### src/rtl/serial_arith_pkg.sv
// serial_arith_pkg: shared state encoding for the bit-serial arithmetic blocks.
package serial_arith_pkg;
    typedef enum logic [1:0] {IDLE, RUN, DONE} sub_state_t;
endpackage

### src/rtl/full_subtractor.sv
// full_subtractor: combinational 1-bit full subtractor, d = a - b - bin.
module full_subtractor (
    input  logic a,
    input  logic b,
    input  logic bin,
    output logic d,
    output logic bout
);
    assign d    = a ^ b ^ bin;
    assign bout = (~a & b) | (~a & bin) | (b & bin);
endmodule

### src/rtl/serial_subtractor.sv
// serial_subtractor: LSB-first bit-serial a - b - bin with valid/ready handshakes.
module serial_subtractor
    import serial_arith_pkg::*;
#(
    parameter int WIDTH = 8
) (
    input  logic             clk,
    input  logic             rst_n,
    input  logic             in_valid,
    output logic             in_ready,
    input  logic [WIDTH-1:0] a,
    input  logic [WIDTH-1:0] b,
    input  logic             bin,
    output logic             out_valid,
    input  logic             out_ready,
    output logic [WIDTH-1:0] diff,
    output logic             bout,
    output logic             ovf
);
    localparam int CW = $clog2(WIDTH + 1);
    sub_state_t state, state_nx;
    logic [WIDTH-1:0] a_sh, b_sh;
    logic [CW-1:0] cnt;
    logic borrow, sa, sb, d, borrow_nx, last;
    full_subtractor u_fs (
        .a(a_sh[0]),
        .b(b_sh[0]),
        .bin(borrow),
        .d(d),
        .bout(borrow_nx)
    );
    assign last      = cnt == CW'(WIDTH - 1);
    assign in_ready  = state == IDLE;
    assign out_valid = state == DONE;
    always_comb begin
        state_nx = state;
        if (state == IDLE && in_valid) state_nx = RUN;
        else if (state == RUN && last) state_nx = DONE;
        else if (state == DONE && out_ready) state_nx = IDLE;
    end
    always_ff @(posedge clk or negedge rst_n)
        if (!rst_n) state <= IDLE;
        else state <= state_nx;
    always_ff @(posedge clk or negedge rst_n) begin
        if (!rst_n) begin
            a_sh   <= '0;
            b_sh   <= '0;
            borrow <= 1'b0;
            cnt    <= '0;
            sa     <= 1'b0;
            sb     <= 1'b0;
            diff   <= '0;
            bout   <= 1'b0;
            ovf    <= 1'b0;
        end else if (state == IDLE && in_valid) begin
            a_sh   <= a;
            b_sh   <= b;
            borrow <= bin;
            cnt    <= '0;
            sa     <= a[WIDTH-1];
            sb     <= b[WIDTH-1];
        end else if (state == RUN) begin
            a_sh   <= a_sh >> 1;
            b_sh   <= b_sh >> 1;
            borrow <= borrow_nx;
            // result bit enters at the MSB so the word is aligned after WIDTH shifts
            diff   <= WIDTH'({d, diff} >> 1);
            cnt    <= cnt + 1'b1;
            if (last) begin
                bout <= borrow_nx;
                ovf  <= (sa != sb) && (d != sa);
            end
        end
    end
endmodule

### config.mk
export PLATFORM = sky130hd
export DESIGN_NAME = serial_subtractor
export DESIGN_NICKNAME = d
export VERILOG_FILES = /design/src/rtl/serial_arith_pkg.sv /design/src/rtl/full_subtractor.sv /design/src/rtl/serial_subtractor.sv
export SDC_FILE = /design/constraint.sdc
export NUM_CORES = 1
export LEC_CHECK = 0
export BUFFER_PORTS_ARGS = -buffer_cell sky130_fd_sc_hd__buf_4
export CORE_AREA = 2 2 59 56
export CTS_CLUSTER_DIAMETER = 100
export CTS_CLUSTER_SIZE = 16
export DETAILED_ROUTE_END_ITERATION = 8
export DIE_AREA = 0 0 61 58
export GPL_ROUTABILITY_DRIVEN = 1
export GPL_TIMING_DRIVEN = 0
export PLACE_DENSITY_LB_ADDON = 0.08
export SETUP_SLACK_MARGIN = 0.1
export SYNTH_ARGS = -nofsm -noshare
export SYNTH_HDL_FRONTEND = slang
export SYNTH_HIERARCHICAL = 1
export SYNTH_SLANG_ARGS = --single-unit
### constraint.sdc
create_clock -name clk -period 3.05 [get_ports clk]
set_input_delay 0.305 -clock clk [delete_from_list [all_inputs] [get_ports clk]]
set_output_delay 0.305 -clock clk [all_outputs]
set_load 0.005 [all_outputs]
==> impl.org <==
** Synthesis
- By area, the combinational part of the netlist is dominated by simple AND/OR/NAND/NOR gates.
- Of the total synthesized cell area, the portion taken by full adders, half adders and majority gates is 0.0205.
- Main area contributors after synthesis :: dfrtp_1 55%, nand2_1 11%, mux2i_1 8.2%
- Area leader, netlist :: dfrtp_1
- EDFF count, synth :: 0
- Fraction of registers with async set/reset :: 1.00
- Syn Nets :: 170
- Count of yosys warnings during synthesis :: 6
- Yosys reg bits :: 35
- The netlist uses 27 different library cells.
- For this run, the register share of the synthesized area comes to 0.553.
- In the synthesized netlist, the number of instances is 147.
- Area fraction in compound gates after synthesis :: 0.0979
- Of the post-synthesis cell area, the part taken by muxes is 0.115.
- Xor-xnor portion of the synthesized cell area :: 0
- Post-synthesis share of cell area spent on and, or, nand and nor gates :: 0.171
- In the synthesized netlist the dominant register cell turns out to be dfrtp_1.
- A synthesized cell averages 10.8 um^2.
- Sorting the synthesized cells by how often they occur yields 46 x nand2_1, 35 x dfrtp_1, 16 x o21ai_0.
- Of the post-synthesis cell area, the dominant cell type holds 0.553.
- Post-synth design cell area :: 1580 um^2
- Most used standard cell by instance count after synthesis :: nand2_1

** Timing
- Of the available clock period, the critical path in the final layout requires 0.502.
- Timing would allow up to 653 MHz.
- Setup repair after global routing left no endpoint under its margin.
- Worst Setup Slack, final :: 1520 ps
- On the final layout, the worst clock skew is 14.7 ps.
- Slew Limit Headroom :: 0.606
- Setup violations remaining at the end of the flow were counted as 0.
- The number of hold-slack violations in the final timing report is 0.
- Minimum clock period :: 1530 ps
- Slew Viols, Final :: 0
- TNS Setup :: 0 ps
- For the pin with the worst max-slew slack, the measured transition is 590 ps.

** Cells and area
- Compared with the post-synthesis result, the final layout area differs by 23.5%.
- Once layout is complete, the utilization of the core stands at 0.669.
- Total number of nets in the final design :: 210
- Final instance area :: 1960 um^2
- Share of cells above drive strength 1 :: 0.293
- Antenna Cells :: 0

** Floorplanning
- The die is 61 um wide.
- Placeable Area :: 2920 um^2
- Starting density of the core :: 0.542
- The floorplan has 19 rows.
- Height of the die :: 58 um
- I/O pins :: 33
- Die area :: 3540 um^2

** Global route
- Largest net degree at the start of global routing :: 36
- In the global route stage, overall resource usage came out at 0.195.
- First-pass GRT wire length :: 5110 um
- The via count of the first global-routing pass was 1146.
- After global routing the overflow that remains totals 0.
- Initial antenna violation count :: 0

** Clock network
- Total clock buffers created by CTS :: 5
- Clock-pin slew was measured on the worst setup and hold paths at 110 ps.
- TritonCTS built the clock tree.
- Clock root buffer :: clkbuf_4
- Number of H-tree levels :: 2
- Worst-Skew Late Latency :: 330 ps
- The tree built by TritonCTS fans out to 35 sinks.
- Deepest clock path buffer count :: 2
- Cells resized by post-CTS repair :: 0

** Power
- In this run the static leakage power is 1.02 nW.
- The worst-case IR drop observed on VDD is 0.526 mV.
- For this design the ratio of total power to cell area is 945 nW/um^2.

** Setup path
- CP endpoint kind :: flop
- Setup Crit Path Kind :: flop to flop
- Cell depth of the worst flop-to-flop path :: 6
- Sequence of cells on the critical path :: inv_1 -> fa_1 -> inv_1 -> nand3b_1 -> o21ai_0 -> mux2_4
- For this run, the slowest stage of the critical path takes 520 ps.
- Startpoint of the worst register-to-register path :: a_sh[0]
- Crit path launch type :: flop
- Of all nets on the critical path, the largest fanout is 3.
- Worst EP arrival :: 1770 ps
- Required @ worst endpoint :: 3290 ps
- Critical path launch point :: a_sh[0]
- The slowest stage of the critical path is the fa_1 cell.
- Most common cell type on the critical path :: inv_1

** Place
- The placed instances occupy a cell area of 1880 um^2.
- Number of port buffers :: 32
- Worst slack after detailed placement :: 1510 ps
- Routability-driven placement finished with a final weighted congestion of 0.716.
- After legalization and detailed placement, the total HPWL measured 2050 um.

** Job
- Number of maximum-capacitance constraint violations :: 0

** Hold path
- Path category of the worst min-delay check :: primary input to flop
- Worst hold path depth :: 3
- In this run the most critical hold path is launched from b[1].

** Route
- First DRT Iteration DRCs :: 48
- Once detail routing completed, the nets flagged for antenna violations numbered 0.
- Using the TritonRoute via totals, the vias-per-cell ratio works out to 4.99.
- After detailed routing, the total wire length is 2950 um.
- For this run, the detailed router's first-pass iteration total came to 4.
- After detailed routing, the number of remaining DRC violations is 0.
- Across all layers, the routed design uses 1148 vias.
- In the final routed layout, each cell accounts on average for 12.8 um.

** Status
- Result of the run :: finished clean
## cell type report
cell class                      instances  area, um^2
Timing Repair Buffer                   33         250
Buffer                                  8        55.1
Fill cell                             271         968
Inverter                                3        11.3
Clock buffer                            8        68.8
Tap cell                               42        52.6
Multi-Input combinational cell        101         642
Sequential cell                        35         876
## worst max-delay path: cells and delay by family, from the launching register on
kind / cells / cell delay [ps]
and+or+nand+nor: 1 / 70
AOI/OAI and AO/OA: 1 / 90
DFF: 1 / 360
muxes: 1 / 270
adders and majority gates: 1 / 520
buffers and inverters: 2 / 130
## state kept, by name, summed over array words and instances, names as in the netlist
signal and count:
sb 1, diff 8, borrow 1, a_sh 8
sa 1, state 2, b_sh 8, cnt 4
bout 1, ovf 1
## logic make-up after synthesis
kind of cell             Yosys count
multiplexers                      17
AO/OA/AOI/OAI                     26
AND/OR/NAND/NOR                   56
flip-flops                        35
buffers and inverters             11
adder cells (fa/ha/maj)            2
## per-layer routing
metal  up-vias  wire length (um)  global-route usage
li1        568                 -                   -
met1       552              1330               0.252
met2        25              1500               0.324
met3         3               106              0.0536
met4         0                19              0.0466
met5         -                 0                   0
## cells in the final DEF (no fill, tap or decap), drive strengths merged
cell         synthesis  layout
a21oi                1       1
mux2                 4       4
nand2               46      46
a21o                 1       1
ha                   1       1
a22oi                3       3
inv                  3       3
mux2i               13      13
nand4b               1       1
nand4                1       1
nor2b                2       2
o21bai               1       1
nand2b               3       3
nor3b                1       1
o21ba                1       1
dfrtp               35      35
nor2                 1       1
o21ai               17      17
buf                  8      40
nand3b               1       1
fa                   1       1
a22o                 2       2
clkbuf               0       8
dlygate4sd3          0       1
## power by group
part | total, mW | internal, mW | switching (mW) | leakage, nW
Sequential | 0.792 | 0.657 | 0.135 | 0.446
Clock | 0.287 | 0.136 | 0.151 | 0.0386
Combinational | 0.770 | 0.391 | 0.379 | 0.540
## through the flow
step	power [mW]	std cells	hold slack (ps)
final	1.85	230	176
after global routing	2.00	230	158
after CTS	1.87	230	166
after detailed placement	1.58	221	279
after global placement	1.54	221	275
after floorplan	1.32	147	9.41
## worst paths after layout
kind                                 end  slack [ps]
worst min register to register    cnt[3]         490
min in group asynchronous       state[1]         440
worst max register to register       ovf        1520
worst max-delay path                 ovf        1520
max in group asynchronous        diff[4]        2300
worst min-delay path             b_sh[1]         180
## timing repair
item,in CTS,in global routing
endpoints found under the hold margin,35,0
hold buffers,1,0
buffers inserted,0,0
No activity file was read; power rests on OpenSTA's default activity.
